==> src/rtl/coin_input_conditioner_pkg.sv <==
// coin_pkg: shared coin encodings, values and the per-slot debounce state type.
package coin_pkg;
  localparam int VALUE_W = 7;
  localparam logic [VALUE_W-1:0] VAL_N = 7'd5;
  localparam logic [VALUE_W-1:0] VAL_I = 7'd10;
  localparam logic [VALUE_W-1:0] VAL_Q = 7'd25;
  localparam logic [VALUE_W-1:0] VAL_D = 7'd100;
  typedef enum logic [1:0] {COIN_N, COIN_I, COIN_Q, COIN_D} coin_e;
  typedef enum logic [2:0] {WAIT_LOW, IDLE, ARMING, HELD, RELEASING} slot_e;
  function automatic logic [VALUE_W-1:0] coin_val(coin_e c);
    return c == COIN_N ? VAL_N : c == COIN_I ? VAL_I : c == COIN_Q ? VAL_Q : VAL_D;
  endfunction
endpackage

==> src/rtl/coin_input_conditioner_if.sv <==
// coin_input_conditioner_if: raw slot switches, accept_en and conditioned coin outputs.
//   slave  = conditioner side (raw_*, accept_en in; N/I/Q/D, coin_value, coin_reject out)
//   master = driver/observer side
//   COIN_TALLY_EN adds tally_clr and tally_n/i/q/d.
interface coin_input_conditioner_if;
  import coin_pkg::*;
  logic raw_n, raw_i, raw_q, raw_d, accept_en;
  logic N, I, Q, D, coin_reject;
  logic [VALUE_W-1:0] coin_value;
`ifdef COIN_TALLY_EN
  logic tally_clr;
  logic [7:0] tally_n, tally_i, tally_q, tally_d;
  modport slave (input raw_n, raw_i, raw_q, raw_d, accept_en, tally_clr,
                 output N, I, Q, D, coin_value, coin_reject, tally_n, tally_i, tally_q, tally_d);
  modport master (output raw_n, raw_i, raw_q, raw_d, accept_en, tally_clr,
                  input N, I, Q, D, coin_value, coin_reject, tally_n, tally_i, tally_q, tally_d);
`else
  modport slave (input raw_n, raw_i, raw_q, raw_d, accept_en,
                 output N, I, Q, D, coin_value, coin_reject);
  modport master (output raw_n, raw_i, raw_q, raw_d, accept_en,
                  input N, I, Q, D, coin_value, coin_reject);
`endif
endinterface

==> src/rtl/coin_input_conditioner_debounce.sv <==
// coin_debounce: two-flop synchroniser plus debounce FSM for one coin slot.
//   clk, rst (async, active high), raw (asynchronous switch) -> event_o (one-cycle request per insertion)
module coin_debounce
  import coin_pkg::*;
#(
  parameter int DEBOUNCE_CYCLES = 4,
  parameter int CNT_W = 3
) (
  input  logic clk,
  input  logic rst,
  input  logic raw,
  output logic event_o
);
  logic sync1_q, sync2_q, event_q, event_d, done;
  slot_e state_q, state_d;
  logic [CNT_W-1:0] cnt_q, cnt_d, cnt_inc;
  // Synchroniser resets high so a switch held through reset reads as pressed
  // until real samples arrive; WAIT_LOW then insists on a genuine low run.
  always_ff @(posedge clk or posedge rst)
    if (rst) begin
      sync1_q <= 1'b1;
      sync2_q <= 1'b1;
      state_q <= WAIT_LOW;
      cnt_q   <= '0;
      event_q <= 1'b0;
    end else begin
      sync1_q <= raw;
      sync2_q <= sync1_q;
      state_q <= state_d;
      cnt_q   <= cnt_d;
      event_q <= event_d;
    end
  assign cnt_inc = cnt_q + 1'b1;
  assign done = cnt_inc == CNT_W'(DEBOUNCE_CYCLES);
  // cnt_q is always 0 in IDLE and HELD, so those share the counting arms.
  always_comb begin
    state_d = state_q;
    cnt_d = '0;
    event_d = 1'b0;
    case (state_q)
      WAIT_LOW: begin
        state_d = (!sync2_q && done) ? IDLE : WAIT_LOW;
        cnt_d = (sync2_q || done) ? '0 : cnt_inc;
      end
      IDLE, ARMING: begin
        state_d = !sync2_q ? IDLE : done ? HELD : ARMING;
        cnt_d = (!sync2_q || done) ? '0 : cnt_inc;
        event_d = sync2_q && done;
      end
      HELD, RELEASING: begin
        state_d = sync2_q ? HELD : done ? IDLE : RELEASING;
        cnt_d = (sync2_q || done) ? '0 : cnt_inc;
      end
      default: state_d = WAIT_LOW;
    endcase
  end
  assign event_o = event_q;
endmodule

==> src/rtl/coin_input_conditioner.sv <==
// coin_input_conditioner: debounces four coin slots and arbitrates them into clean coin pulses.
//   clk, rst (async, active high), bus (coin_input_conditioner_if.slave)
//   Optional COIN_TALLY_EN: saturating per-denomination tallies with synchronous clear.
module coin_input_conditioner
  import coin_pkg::*;
#(
  parameter int DEBOUNCE_CYCLES = 4,
  parameter int CNT_W = 3
) (
  input logic clk,
  input logic rst,
  coin_input_conditioner_if.slave bus
);
  logic [3:0] raw, req, coin_d, coin_q;
  logic take, reject_d, reject_q;
  logic [VALUE_W-1:0] value_d, value_q;
  assign raw = {bus.raw_d, bus.raw_q, bus.raw_i, bus.raw_n};
  for (genvar g = 0; g < 4; g++) begin : g_slot
    coin_debounce #(.DEBOUNCE_CYCLES(DEBOUNCE_CYCLES), .CNT_W(CNT_W)) u_deb (
      .clk(clk), .rst(rst), .raw(raw[g]), .event_o(req[g])
    );
  end
  // A lone request is accepted only while the FSM collects; anything else is returned.
  always_comb begin
    take = (req != 4'd0) && ((req & (req - 4'd1)) == 4'd0) && bus.accept_en;
    coin_d = take ? req : 4'd0;
    reject_d = (req != 4'd0) && !take;
    value_d = coin_d[0] ? coin_val(COIN_N) : coin_d[1] ? coin_val(COIN_I) :
              coin_d[2] ? coin_val(COIN_Q) : coin_d[3] ? coin_val(COIN_D) : '0;
  end
  always_ff @(posedge clk or posedge rst)
    if (rst) begin
      coin_q <= '0;
      value_q <= '0;
      reject_q <= 1'b0;
    end else begin
      coin_q <= coin_d;
      value_q <= value_d;
      reject_q <= reject_d;
    end
  assign {bus.D, bus.Q, bus.I, bus.N} = coin_q;
  assign bus.coin_value = value_q;
  assign bus.coin_reject = reject_q;
`ifdef COIN_TALLY_EN
  logic [3:0][7:0] tally_q, tally_d;
  always_comb begin
    tally_d = tally_q;
    for (int k = 0; k < 4; k++)
      tally_d[k] = bus.tally_clr ? 8'd0 :
                   (coin_d[k] && tally_q[k] != 8'hFF) ? tally_q[k] + 8'd1 : tally_q[k];
  end
  always_ff @(posedge clk or posedge rst)
    if (rst) tally_q <= '0;
    else tally_q <= tally_d;
  assign bus.tally_n = tally_q[0];
  assign bus.tally_i = tally_q[1];
  assign bus.tally_q = tally_q[2];
  assign bus.tally_d = tally_q[3];
`endif
endmodule

==> src/flat_wrapper.sv <==
// flat-port wrapper written by rule: the top's interface ports become plain ports
module coin_input_conditioner_flat import coin_pkg::*;
#(
  parameter int DEBOUNCE_CYCLES = 4,
  parameter int CNT_W = 3
)
  (clk, rst, bus_raw_n, bus_raw_i, bus_raw_q, bus_raw_d, bus_accept_en, bus_N, bus_I, bus_Q, bus_D, bus_coin_value, bus_coin_reject);
  coin_input_conditioner_if bus_i ();
  input logic clk;
  input logic rst;
  input wire logic [$bits(bus_i.raw_n)-1:0] bus_raw_n;
  input wire logic [$bits(bus_i.raw_i)-1:0] bus_raw_i;
  input wire logic [$bits(bus_i.raw_q)-1:0] bus_raw_q;
  input wire logic [$bits(bus_i.raw_d)-1:0] bus_raw_d;
  input wire logic [$bits(bus_i.accept_en)-1:0] bus_accept_en;
  output wire logic [$bits(bus_i.N)-1:0] bus_N;
  output wire logic [$bits(bus_i.I)-1:0] bus_I;
  output wire logic [$bits(bus_i.Q)-1:0] bus_Q;
  output wire logic [$bits(bus_i.D)-1:0] bus_D;
  output wire logic [$bits(bus_i.coin_value)-1:0] bus_coin_value;
  output wire logic [$bits(bus_i.coin_reject)-1:0] bus_coin_reject;
  assign bus_i.raw_n = bus_raw_n;
  assign bus_i.raw_i = bus_raw_i;
  assign bus_i.raw_q = bus_raw_q;
  assign bus_i.raw_d = bus_raw_d;
  assign bus_i.accept_en = bus_accept_en;
  assign bus_N = bus_i.N;
  assign bus_I = bus_i.I;
  assign bus_Q = bus_i.Q;
  assign bus_D = bus_i.D;
  assign bus_coin_value = bus_i.coin_value;
  assign bus_coin_reject = bus_i.coin_reject;
  coin_input_conditioner #(.DEBOUNCE_CYCLES(DEBOUNCE_CYCLES), .CNT_W(CNT_W)) u_core (.clk(clk), .rst(rst), .bus(bus_i));
endmodule
==> config.mk <==
export PLATFORM = sky130hd
export DESIGN_NAME = coin_input_conditioner_flat
export DESIGN_NICKNAME = d
export VERILOG_FILES = /design/src/rtl/coin_input_conditioner_pkg.sv /design/src/rtl/coin_input_conditioner_if.sv /design/src/rtl/coin_input_conditioner_debounce.sv /design/src/rtl/coin_input_conditioner.sv /design/src/flat_wrapper.sv
export SDC_FILE = /design/constraint.sdc
export NUM_CORES = 1
export LEC_CHECK = 0
export ABC_AREA = 1
export CORE_UTILIZATION = 25
export CTS_CLUSTER_DIAMETER = 100
export DETAILED_ROUTE_END_ITERATION = 8
export GPL_TIMING_DRIVEN = 0
export PLACE_DENSITY_LB_ADDON = 0.3
export SLEW_MARGIN = 40
export SYNTH_ARGS = -nofsm -noshare
export SYNTH_HDL_FRONTEND = slang
export SYNTH_SLANG_ARGS = --single-unit
==> constraint.sdc <==
create_clock -name clk -period 3.55 [get_ports clk]
set_input_delay 0.71 -clock clk [delete_from_list [all_inputs] [get_ports clk]]
set_output_delay 0.71 -clock clk [all_outputs]
set_load 0.01 [all_outputs]
==> out/qor.csv <==
stage,metric,value,unit
run_status,status,completed,
sta,Final Hold Fails,0,
synthesis,Synth async-reset ratio,100.0,%
global_route,number of global-route vias before repair,1551,
setup_path,crit path kind,flip-flop to output pin,
synthesis,"Top FF cell, synth",dfrtp_1,
finish,Inserted Diodes,0,
sta,"Setup violations, final",0,
synthesis,Mapped Cells,252,
clock_network,Num CTS Buffers,5,
worst_hold_path,HP Class,flip-flop to flip-flop,
pwr,part of the power in combinational logic,25.8,%
synthesis,sequential area share after synthesis,53.41,%
finish,"commonest non-fill, non-tap cell in the layout",nand2_1,
sta,fin crit share,55.74,%
worst_hold_path,Hold Path Sink,u_core.g_slot[3].u_deb.sync2_q,
floorplan,Cell Rows,34,
sta,max_slew headroom,83.29,%
global_route,first-pass GRT wire length,6789,um
global_route,gr usage total,9.432,%
global_route,largest net degree at the start of global routing,39,
sta,clock skew,0.004528,ns
synthesis,synthesized area per cell,8.813,um2
sta,Worst Tran Pin Value,0.2499,ns
floorplan,CORE AREA,8678,um2
setup_path,r2r endpoint,u_core.g_slot[0].u_deb.state_q[0],
floorplan,Die H,96.25,um
synthesis,Yosys cell types,21,
synthesis,Mapped Area,2221,um2
setup_path,"critical path, cell by cell","buf_4, clkdlybuf4s50_1",
synthesis,syn nets,267,
drt,drt pass-1 iters,4,
drt,drt wl/cell,9.393,um
drt,residual DRC count,0,
finish,Final Instance Area,2658,um2
finish,fillcell total,934,
sta,fin. max-slew vios,0,
setup_path,FF-to-FF path depth,7,
drt,Detail Route Antenna Nets,0,
setup_path,startpoint type of the worst setup path,flip-flop,
setup_path,Critical Path Slowest Stage Cell,clkdlybuf4s50_1,
clock_network,cts hold-fix bufs,0,
setup_path,Worst Path Arrival,1.27,ns
setup_path,flop2flop setup slack,2.28,ns
clock_network,CTS H-tree lvls,2,
sta,RSZ-0062 raised after global routing,no,
pwr,Flop pwr share,49.0,%
drt,vias,1628,
sta,Period minus WS final,1.979,ns
clock_network,clock transition at the registers of the reported paths,0.09,ns
finish,Nets,293,
place,placed inst area,2559,um2
finish,layout cell share with drive strength beyond 1,17.92,%
global_route,initial antenna violation count,0,
pwr,Pleak,0.001382,uW
clock_network,setup bufs post-CTS,0,
pwr,P_int,900.5,uW
finish,area growth from synthesis to layout,19.66,%
pwr,net load switching power,445.5,uW
setup_path,CP bufs+invs,2,
global_route,GR Overflow Total,0,
synthesis,number of synthesized flops with an enable pin,0,
clock_network,CTS Buffer Depth,2,
synthesis,main combinational cell family by area after synthesis,simple AND/OR/NAND/NOR gates,
setup_path,Critical Path RT,2.84,ns
synthesis,#FFs+latches synth,47,
place,dpl ws,1.678,ns
floorplan,initial core utilization,25.59,%
clock_network,CTS tree,yes,
setup_path,CP max stage delay,0.47,ns
clock_network,later-pin clock latency in the skew report,0.29,ns
drt,1st-iter DRT viols,47,
pwr,sw frac,33.10,%
sta,Setup TNS,0,ns
pwr,Clock Power Share,25.1,%
drt,Avg Vias per Cell,4.207,
synthesis,Adder-Cell Fraction of Synth Area,4.507,%
synthesis,largest cells by area after synthesis,"dfrtp_1 (44%), nand2_1 (9.8%), dfstp_2 (9.5%)",
finish,Util after Layout,30.62,%
floorplan,die area,9264,um2
finish,footprint of the multi-input gates,839.6,um2
place,HPWL after DPL,2749,um
finish,"commonest non-fill, non-tap cells in the layout","nand2_1 (58), dfrtp_1 (39), inv_1 (36)",
synthesis,leading area contributor after synthesis,dfrtp_1,
floorplan,Top Ports,19,
drt,Detailed Route WL,3635,um
setup_path,critical path endpoint category,output pin,
pwr,pwr dens,506.5,nW/um2
clock_network,CTS sink cnt,47,
place,PortBufs,18,
synthesis,mux contribution to synthesized area,0,%
synthesis,fraction of synthesized cell area in xor and xnor cells,0.7887,%
pwr,peak supply drop,169.7,uV
clock_network,clk root buf,clkbuf_8,
clock_network,PostCTS Resize Cnt,0,
finish,register area,1186,um2
floorplan,Die W,96.25,um
setup_path,Crit path depth,2,
synthesis,Compound-Gate Fraction of Synth Area,3.944,%
sta,fin worst setup slack,1.571,ns
synthesis,post-synth top area share,43.94,%
worst_hold_path,hold wc startpoint,u_core.g_slot[3].u_deb.sync1_q,
flow_run,Max-cap violations,0,
sta,Max Fclk,505.4,MHz
synthesis,YS warnings,0,
synthesis,simple-gate portion of the synthesized area,28.56,%
setup_path,largest delay contributor family on the critical path,buffers and inverters,
worst_hold_path,cell depth of the worst hold path,0,
place,gpl congestion,0.7568,
setup_path,FF-to-FF Start,u_core.g_slot[0].u_deb.cnt_q[0],
setup_path,"Max FO, Critical Path",2,
[cell families (layout without fill, tap and decap cells)]
kind of cell	Yosys count	after routing
compound gates	14	14
flops	47	47
fa+ha+maj	8	8
simple gates	130	130
xor+xnor	2	2
buf+inv	51	78
[worst reg2reg max path, stage by stage, from the launching register on]
cell     delay [ns]
dfrtp_1        0.41
ha_1           0.23
inv_1          0.05
nand2_1        0.06
nand3_1        0.17
nand2_1        0.10
nand2_1        0.07
nand3_1        0.07
[synthesized netlist by cell type, types with 2 or more instances]
cell type and number:
a21oi_1 3, and2_1 2, dfrtp_1 39, dfstp_2 8, ha_1 8, inv_1 37
inv_2 12, nand2_1 58, nand2_2 5, nand3_1 17, nand3_2 2, nand4_1 22
nor2_1 16, nor2_2 4, nor2_4 4, o21ai_1 6, o21ai_2 4, xor2_1 2
[power by group through the flow]
stage	registers, uW	logic (uW)	clock network [uW]
finish	660	348	338
global route	669	403	386
CTS	661	351	362
detailed placement	671	350	0
global placement	669	341	0
floorplan	661	284	0
[metal layers]
metal	track usage (%)	part of all wire (%)	up-vias	routed length [um]
met5	0	0	-	0
met4	3.358	0.83	0	30
met3	2.686	3.9	4	143
met2	14.18	44	25	1600
met1	12.85	51	750	1860
li1	-	-	849	-
[per-stage QoR]
stage | hold slack (ns) | std cells | power (uW)
after floorplan | 0.3452 | 252 | 944.3
after global placement | 0.3456 | 378 | 1011
after detailed placement | 0.3468 | 379 | 1021
after CTS | 0.3575 | 387 | 1374
after global routing | 0.3525 | 387 | 1458
final | 0.3568 | 387 | 1346
[registers in the layout (all words and copies together) (netlist names)]
signal / cells
u_core.bus.coin_reject: 1
u_core.bus.coin_value: 6
u_core.coin_q: 4
u_core.g_slot.u_deb.cnt_q: 12
u_core.g_slot.u_deb.event_o: 4
u_core.g_slot.u_deb.state_q: 12
u_core.g_slot.u_deb.sync1_q: 4
u_core.g_slot.u_deb.sync2_q: 4
[worst max path at each step]
stage / from / end / slack, ns
after floorplan: rst / u_core.bus.coin_reject / 1.74
after global placement: rst / u_core.g_slot[3].u_deb.cnt_q[2] / 0.73
after detailed placement: bus_accept_en / u_core.bus.coin_value[3] / 1.68
after CTS: u_core.bus.coin_value[5] / bus_coin_value[6] / 1.55
after global routing: u_core.bus.coin_value[5] / bus_coin_value[6] / 1.48
final: u_core.bus.coin_value[5] / bus_coin_value[6] / 1.57
[layout make-up]
| class | count | area share, % |
|---|---|---|
| sequential | 47 | 44.63 |
| multi-input combinational | 154 | 31.59 |
| timing repair buffer | 19 | 7.533 |
| inverter | 50 | 7.156 |
| tap | 108 | 5.085 |
| clock buffer | 6 | 3.107 |
| clock inverter | 2 | 0.6121 |
| buffer | 1 | 0.2825 |
(Power assumes the default switching activity.)
